File: src/rtl/skew_prefix_pkg.sv
// Shared constants, generate/propagate pair type and prefix operator for skew_prefix_adder8.
package skew_prefix_pkg;

  localparam int unsigned DEF_WIDTH       = 8;
  localparam int unsigned DEF_SERIAL_BITS = 4;

  typedef struct packed {
    logic g;
    logic p;
  } gp_t;

  // (G,P) o (G',P') = (G | P&G', P&P'); hi is the more significant span
  function automatic gp_t prefix_op(input gp_t hi, input gp_t lo);
    gp_t r;
    r.g = hi.g | (hi.p & lo.g);
    r.p = hi.p & lo.p;
    return r;
  endfunction

endpackage

File: src/rtl/skew_prefix_adder8_cell.sv
// One prefix operator node, shared by the serial chain and the Sklansky tree.
module prefix_cell
  import skew_prefix_pkg::*;
(
  input  logic g_hi,
  input  logic p_hi,
  input  logic g_lo,
  input  logic p_lo,
  output logic g,
  output logic p
);

  gp_t res_c;

  assign res_c = prefix_op('{g: g_hi, p: p_hi}, '{g: g_lo, p: p_lo});
  assign g     = res_c.g;
  assign p     = res_c.p;

endmodule

File: src/rtl/skew_prefix_adder8.sv
// Registered adder with a serial low-order carry chain and a Sklansky upper tree.
// Optional carry-in port enabled by defining SKEWPREFIX_CIN_EN.
module skew_prefix_adder8
  import skew_prefix_pkg::*;
#(
  parameter int unsigned WIDTH       = DEF_WIDTH,
  parameter int unsigned SERIAL_BITS = DEF_SERIAL_BITS
) (
  input  logic             clk,
  input  logic             rst_n,
  input  logic             in_valid,
  input  logic [WIDTH-1:0] a,
  input  logic [WIDTH-1:0] b,
`ifdef SKEWPREFIX_CIN_EN
  input  logic             cin,
`endif
  output logic [WIDTH-1:0] sum,
  output logic             cout,
  output logic             out_valid
);

  // Serial section always holds at least bit 0 and never exceeds the word.
  localparam int unsigned SER = (SERIAL_BITS < 1) ? 1 :
                                ((SERIAL_BITS > WIDTH) ? WIDTH : SERIAL_BITS);
  localparam int unsigned UPW = WIDTH - SER;
  localparam int unsigned LVL = (UPW > 1) ? $clog2(UPW) : 0;

  logic             cin_c;
  gp_t              gp     [WIDTH];
  logic             grp_g  [WIDTH];
  logic [WIDTH-1:0] sum_c;
  logic             cout_c;

`ifdef SKEWPREFIX_CIN_EN
  assign cin_c = cin;
`else
  assign cin_c = 1'b0;
`endif

  always_comb begin
    for (int i = 0; i < int'(WIDTH); i++) begin
      gp[i].g = a[i] & b[i];
      gp[i].p = a[i] ^ b[i];
    end
  end

  // Low-order ripple chain; carry-in is folded into the bit-0 node.
  for (genvar i = 0; i < int'(SER); i++) begin : gen_ser
    logic node_g;
    logic node_p;
    if (i == 0) begin : gen_first
      prefix_cell u_cell (
        .g_hi (gp[0].g),
        .p_hi (gp[0].p),
        .g_lo (cin_c),
        .p_lo (1'b0),
        .g    (node_g),
        .p    (node_p)
      );
    end else begin : gen_next
      prefix_cell u_cell (
        .g_hi (gp[i].g),
        .p_hi (gp[i].p),
        .g_lo (gen_ser[i-1].node_g),
        .p_lo (gen_ser[i-1].node_p),
        .g    (node_g),
        .p    (node_p)
      );
    end
    assign grp_g[i] = node_g;
  end

  // Sklansky tree over the late-arriving upper bits, indexed relative to SER.
  for (genvar k = 0; k <= int'(LVL); k++) begin : gen_lvl
    for (genvar j = 0; j < int'(UPW); j++) begin : gen_bit
      logic node_g;
      logic node_p;
      if (k == 0) begin : gen_leaf
        assign node_g = gp[int'(SER) + j].g;
        assign node_p = gp[int'(SER) + j].p;
      end else if (((j >> (k - 1)) & 1) == 1) begin : gen_comb
        localparam int SRC = ((j >> (k - 1)) << (k - 1)) - 1;
        prefix_cell u_cell (
          .g_hi (gen_lvl[k-1].gen_bit[j].node_g),
          .p_hi (gen_lvl[k-1].gen_bit[j].node_p),
          .g_lo (gen_lvl[k-1].gen_bit[SRC].node_g),
          .p_lo (gen_lvl[k-1].gen_bit[SRC].node_p),
          .g    (node_g),
          .p    (node_p)
        );
      end else begin : gen_pass
        assign node_g = gen_lvl[k-1].gen_bit[j].node_g;
        assign node_p = gen_lvl[k-1].gen_bit[j].node_p;
      end
    end
  end

  // Single final level joins each upper group prefix with the serial result.
  for (genvar j = 0; j < int'(UPW); j++) begin : gen_fin
    logic unused_p;
    prefix_cell u_cell (
      .g_hi (gen_lvl[LVL].gen_bit[j].node_g),
      .p_hi (gen_lvl[LVL].gen_bit[j].node_p),
      .g_lo (gen_ser[SER-1].node_g),
      .p_lo (gen_ser[SER-1].node_p),
      .g    (grp_g[int'(SER) + j]),
      .p    (unused_p)
    );
  end

  always_comb begin
    sum_c = '0;
    for (int i = 0; i < int'(WIDTH); i++) begin
      sum_c[i] = gp[i].p ^ ((i == 0) ? cin_c : grp_g[i-1]);
    end
    cout_c = grp_g[WIDTH-1];
  end

  always_ff @(posedge clk or negedge rst_n) begin
    if (!rst_n) begin
      sum       <= '0;
      cout      <= 1'b0;
      out_valid <= 1'b0;
    end else begin
      out_valid <= in_valid;
      if (in_valid) begin
        sum  <= sum_c;
        cout <= cout_c;
      end
    end
  end

endmodule

File: config.mk
export PLATFORM = sky130hd
export DESIGN_NAME = skew_prefix_adder8
export DESIGN_NICKNAME = d
export VERILOG_FILES = /design/src/rtl/skew_prefix_pkg.sv /design/src/rtl/skew_prefix_adder8_cell.sv /design/src/rtl/skew_prefix_adder8.sv
export SDC_FILE = /design/constraint.sdc
export NUM_CORES = 1
export LEC_CHECK = 0
export CAP_MARGIN = 40
export CORE_MARGIN = 8
export CORE_UTILIZATION = 42
export DETAILED_ROUTE_END_ITERATION = 8
export PLACE_DENSITY_LB_ADDON = 0.05
export SYNTH_ARGS = -nofsm -noshare
export SYNTH_HDL_FRONTEND = slang
export SYNTH_HIERARCHICAL = 1
export SYNTH_SLANG_ARGS = --single-unit
File: constraint.sdc
create_clock -name clk -period 0.8 [get_ports clk]
set_input_delay 0.24 -clock clk [delete_from_list [all_inputs] [get_ports clk]]
set_output_delay 0.24 -clock clk [all_outputs]
set_load 0.005 [all_outputs]
Word level (Yosys, flattened, before mapping):

Cells that the tools add are included.

* flip-flop bits (word level): 10
* bits in latches: 0
* bits in writable memories: 0
* ROM bits: 0
* bits of input ports: 19
* output and inout port bits: 10
* logic and storage cells: 52
* memories kept: 0

* add/subtract/negate cells: 0
* multiply operators: 0
* divide/modulo/power cells: 0
* order comparisons: 0
* equality and inequality tests: 0
* shift-type cells: 0
* multiplexer cells: 0
* bitwise operators: 49
* reductions and logical operators: 0

Operators with widths (number)
* $and A1 B1 Y1: 23
* $xor A1 B1 Y1: 15
* $or A1 B1 Y1: 11

Logic depth before layout (Yosys ltp):

* depth after elaboration: 10
* gate-level depth with buffers: 8
* depth with buffers taken out: 8

By module:

Netlist, hierarchy kept.

Modules (own cells, without submodules)
* skew_prefix_adder8: times used 1, cells an instance 44, area each 556.8 µm², sequential area each 250.2 µm²
* prefix_cell: times used 12, cells an instance 2, area each 15.0 µm², sequential area each 0.0 µm²

Worst setup path after synthesis:

OpenSTA, ideal clock, no wires.

* kind: input to register
* start: in a[1]
* end: reg cout
* library setup time: 0.125 ns
* arrival time: 1.515 ns
* data required time: 0.675 ns
* path slack: -0.841 ns
* cell stages on the path: 6
* buffers on the path: 0
* cells stage by stage: ha_1 -> a21o_1 -> a21o_1 -> a21o_1 -> a21o_1 -> mux2_4

* cells in the longest elaborated chain, start to end: 9
* elaborated cells on any way between the ends: 10
* those cells by class: bitwise: 10

RTL lines
* start: declaration: line skew_prefix_adder8.sv:12 `input logic [WIDTH-1:0] a,`
* $xor A1 B1 Y1: line skew_prefix_adder8.sv:43 `gp[i].p = a[i] ^ b[i];`
* $and A1 B1 Y1: line skew_prefix_pkg.sv:15 `r.g = hi.g | (hi.p & lo.g);`
* $or A1 B1 Y1 (*): line skew_prefix_pkg.sv:15
* named net gen_ser[1].node_g: line skew_prefix_adder8.sv:49 `logic node_g;`
* $and A1 B1 Y1 (*): line skew_prefix_pkg.sv:15
* $or A1 B1 Y1 (*): line skew_prefix_pkg.sv:15
* named net gen_ser[2].node_g: line skew_prefix_adder8.sv:49
* $and A1 B1 Y1 (*): line skew_prefix_pkg.sv:15
* $or A1 B1 Y1 (*): line skew_prefix_pkg.sv:15
* named net gen_ser[3].node_g: line skew_prefix_adder8.sv:49
* $and A1 B1 Y1 (*): line skew_prefix_pkg.sv:15
* $or A1 B1 Y1 (*): line skew_prefix_pkg.sv:15
* named net cout_c: line skew_prefix_adder8.sv:32 `logic cout_c;`
* end signal: assignment: line skew_prefix_adder8.sv:128 `cout <= cout_c;`
* end: declaration: line skew_prefix_adder8.sv:18 `output logic cout,`

Mark *: on every way through the listed nets, which the timed path passes. The rest lies on a longest branch.
A chain may end at the register's enable or synchronous reset.

==> metrics list <==
* Number of buffers added by the clock tree synthesis step: 3
* Post-layout worst setup margin: -0.767 ns
- Maximum frequency from static timing analysis: between 0.6 and 0.7 GHz
- Hold WC Path Type: input port to asynchronous set/reset pin
- Across the run, the number of max-cap violations was 0.
- Overall via count from detail_route: slightly above 700
- Total die area: roughly 0.0032 sq mm
- After routing, the total negative slack on setup checks comes to -7.02 ns.
- Global-route wire length before repair: ~3.6 mm
* Gr busiest metal: met2
- Power share of the sequential group: 0.292
- CTS clk-pin slew, worst paths: 0.07 ns
- The finished layout holds 137 standard cells, fillers aside.
- Maximum clock skew at final layout: 0 ns
- First-pass iteration count of the detailed router: 4
- Netlist Area Pre-Place: a little under 700 sq um
* Routed wire length per instance: between 15 and 20 um
* Ports placed on the boundary: 29
- Net switching power of the design: 661 uW
- Met3 routing resource usage after global routing: 0.0708
- Final Max Slew Viols: 0
- By startpoint and endpoint, the worst setup path is classified as input port to flip-flop.
- After routing the design area is approximately 0.0014 sq mm.
- The flow ran to the end, but the final reports show violations.
* Clock net sink count: 10
- Input and output buffers added on the ports amount to 28.
- Count of hold buffers inserted by post-cts repair: 0
- Post-route core utilization: 0.900
- The later pin in the worst-skew pair is clocked with a latency of ~0.27 ns.
- STA classifies the critical path endpoint as a flip-flop.
* Filler cell count: 69
* Net switching fraction of the power: 0.302
- Sum of internal, switching and leakage power: about 2.2 mW
- The floorplan has 14 rows.
* Largest voltage drop on the vdd net: roughly 1.6 mV
- Share of post-route cells with drive strength above 1: 0.612
- Via-per-instance ratio: roughly 5.2
* RSZ-0062 raised after global routing: yes
- Data on the critical path is required at its endpoint by ~0.94 ns.
* Part of the power in the clock network: 0.213
- Area of placed instances: 0.00112 sq mm
- Number of routed nets with antenna violations: 0
* Layout overhead on the synthesized area: 100%
- Clock root buffer: sky130_fd_sc_hd__clkbuf_4
- The clock passes through at most 2 buffers.
- Of the total power, combinational logic draws 0.496.
- Chip Height: 56.1 um
- Pin count of the biggest net entering global routing: 11
* YS warnings: 6
- Average footprint of a synthesized cell: 11.3 sq um
* Vias in the first global route: 770
* Fraction of the cycle the final worst path needs: 1.96
- Synthesis handed over a netlist of 60 instances.
* Antenna cell count: 0
* Minimum clock period after layout: between 1.5 and 2 ns
* Number of hold violations in the final report: 0
- Fin Hold WS: 0.287 ns
- Htree depth: 1
- Once placement completed, the tool counted placed cells totaling 120.
- Summed over all layers, the routed wires come to roughly 2.6 mm.
- Net count of the finished layout: ~150
- Total setup violations reported at the end of the flow: 19
- Leak: about 0.72 nW
* Startpoint type of the worst setup path: input port
- The initial utilization of the core area, before any placement, comes to 0.449.
- Synthesis produced a netlist with a net count of 87.
- Post-route DRC: 0
- STA puts the critical path data arrival time at approximately 1.7 ns.
- Drt initial violations: 22
- Antenna violations before repair: 0
- For met2 alone, demand over resource in global routing was 0.235.
* Total gr overflow: 0
- Violations in the final reports: negative setup slack
- TritonCTS clock tree: done
- In this run the horizontal extent of the chip is 56.1 um.
- Detailed placement ended at an HPWL of about 1.5 mm.
* Overall Global Routing Usage: 0.140
* Largest fanout of any net on the critical path: 5
- The region available for standard cell placement spans 0.00151 sq mm.
- At the placement stage, the worst setup path has a slack of -1.41 ns.
* RD Place Congestion: 0.772
- In this run the power density over the cells is 1610 mW/mm^2.
- Internal power comes to around 1.5 mW.
- For this run, global-route usage on met1 was measured as 0.147.
==> final timing paths <==
| kind | slack (ns) | cells after the start | endpoint | start |
|---|---|---|---|---|
| worst max-delay path | -0.77 | 9 | sum[7]$_DFFE_PN0P_ | b[0] |
| worst min-delay path | 0.29 | 2 | sum[1]$_DFFE_PN0P_ | rst_n |
| worst max register to register | -0.09 | 4 | sum[7]$_DFFE_PN0P_ | sum[7]$_DFFE_PN0P_ |
| worst min register to register | 0.56 | 2 | sum[5]$_DFFE_PN0P_ | sum[5]$_DFFE_PN0P_ |
| max in group asynchronous | 0.40 | 2 | sum[0]$_DFFE_PN0P_ | rst_n |
| min in group clk | 0.34 | 3 | sum[0]$_DFFE_PN0P_ | a[0] |
==> registers in the layout, summed over array words and instances (netlist names) <==
register and count:
sum 8, cout 1, out_valid 1
==> critical path, cell delays in order <==
cell	delay [ns]
sky130_fd_sc_hd__buf_6	0.10
sky130_fd_sc_hd__ha_4	0.14
sky130_fd_sc_hd__a21o_1	0.18
sky130_fd_sc_hd__a21o_1	0.18
sky130_fd_sc_hd__a21o_1	0.17
sky130_fd_sc_hd__a21o_1	0.22
sky130_fd_sc_hd__a21o_1	0.21
sky130_fd_sc_hd__xnor2_1	0.16
sky130_fd_sc_hd__a21oi_1	0.11
==> power groups by stage <==
| stage | sequential (mW) | clock, mW | combinational, mW |
|---|---|---|---|
| 6_report | 0.638 | 0.465 | 1.08 |
| 5_1_grt | 0.646 | 0.499 | 1.15 |
| 4_1_cts | 0.631 | 0.479 | 0.884 |
| 3_5_place_dp | 0.647 | 0 | 0.825 |
| 3_3_place_gp | 0.644 | 0 | 0.798 |
| 2_1_floorplan | 0.658 | 0 | 0.328 |
==> placed cells by master, fill, tap and decap left out, types with 2 or more instances in the layout <==
cell	count
sky130_fd_sc_hd__nor2_2	3
sky130_fd_sc_hd__dlygate4sd2_1	9
sky130_fd_sc_hd__a21oi_1	3
sky130_fd_sc_hd__and2_2	2
sky130_fd_sc_hd__mux2_4	2
sky130_fd_sc_hd__xnor2_4	3
sky130_fd_sc_hd__ha_4	7
sky130_fd_sc_hd__a21o_1	12
sky130_fd_sc_hd__buf_6	8
sky130_fd_sc_hd__xnor2_2	2
sky130_fd_sc_hd__buf_2	12
sky130_fd_sc_hd__buf_4	24
sky130_fd_sc_hd__and2_4	2
sky130_fd_sc_hd__xnor2_1	2
sky130_fd_sc_hd__dlymetal6s2s_1	4
sky130_fd_sc_hd__dfrtp_1	10
sky130_fd_sc_hd__clkbuf_4	3
sky130_fd_sc_hd__nor2_1	4
sky130_fd_sc_hd__a21oi_2	4
==> routing by layer <==
layer  wire [um]  part of all wire  vias up
met1         951              0.36      338
li1            -                 -      329
met3         229             0.087       10
met5           0                 0        -
met2        1370              0.52       39
met4          99             0.037        0
==> what timing repair did <==
| item | in CTS | in global routing |
|---|---|---|
| pin swaps | 29 | 14 |
| gates resized for setup | 78 | 15 |
| endpoints found under the setup margin | 20 | 19 |
| setup buffers | 11 | 5 |
==> area by class of cell <==
type	count	area, sq um	share of cell area
multi-input combinational	48	561	0.413
timing repair buffer	59	489	0.361
sequential	10	250	0.185
clock buffer	4	36.3	0.0268
tap	16	20.0	0.0148
No activity file was read; power rests on OpenSTA's default activity.
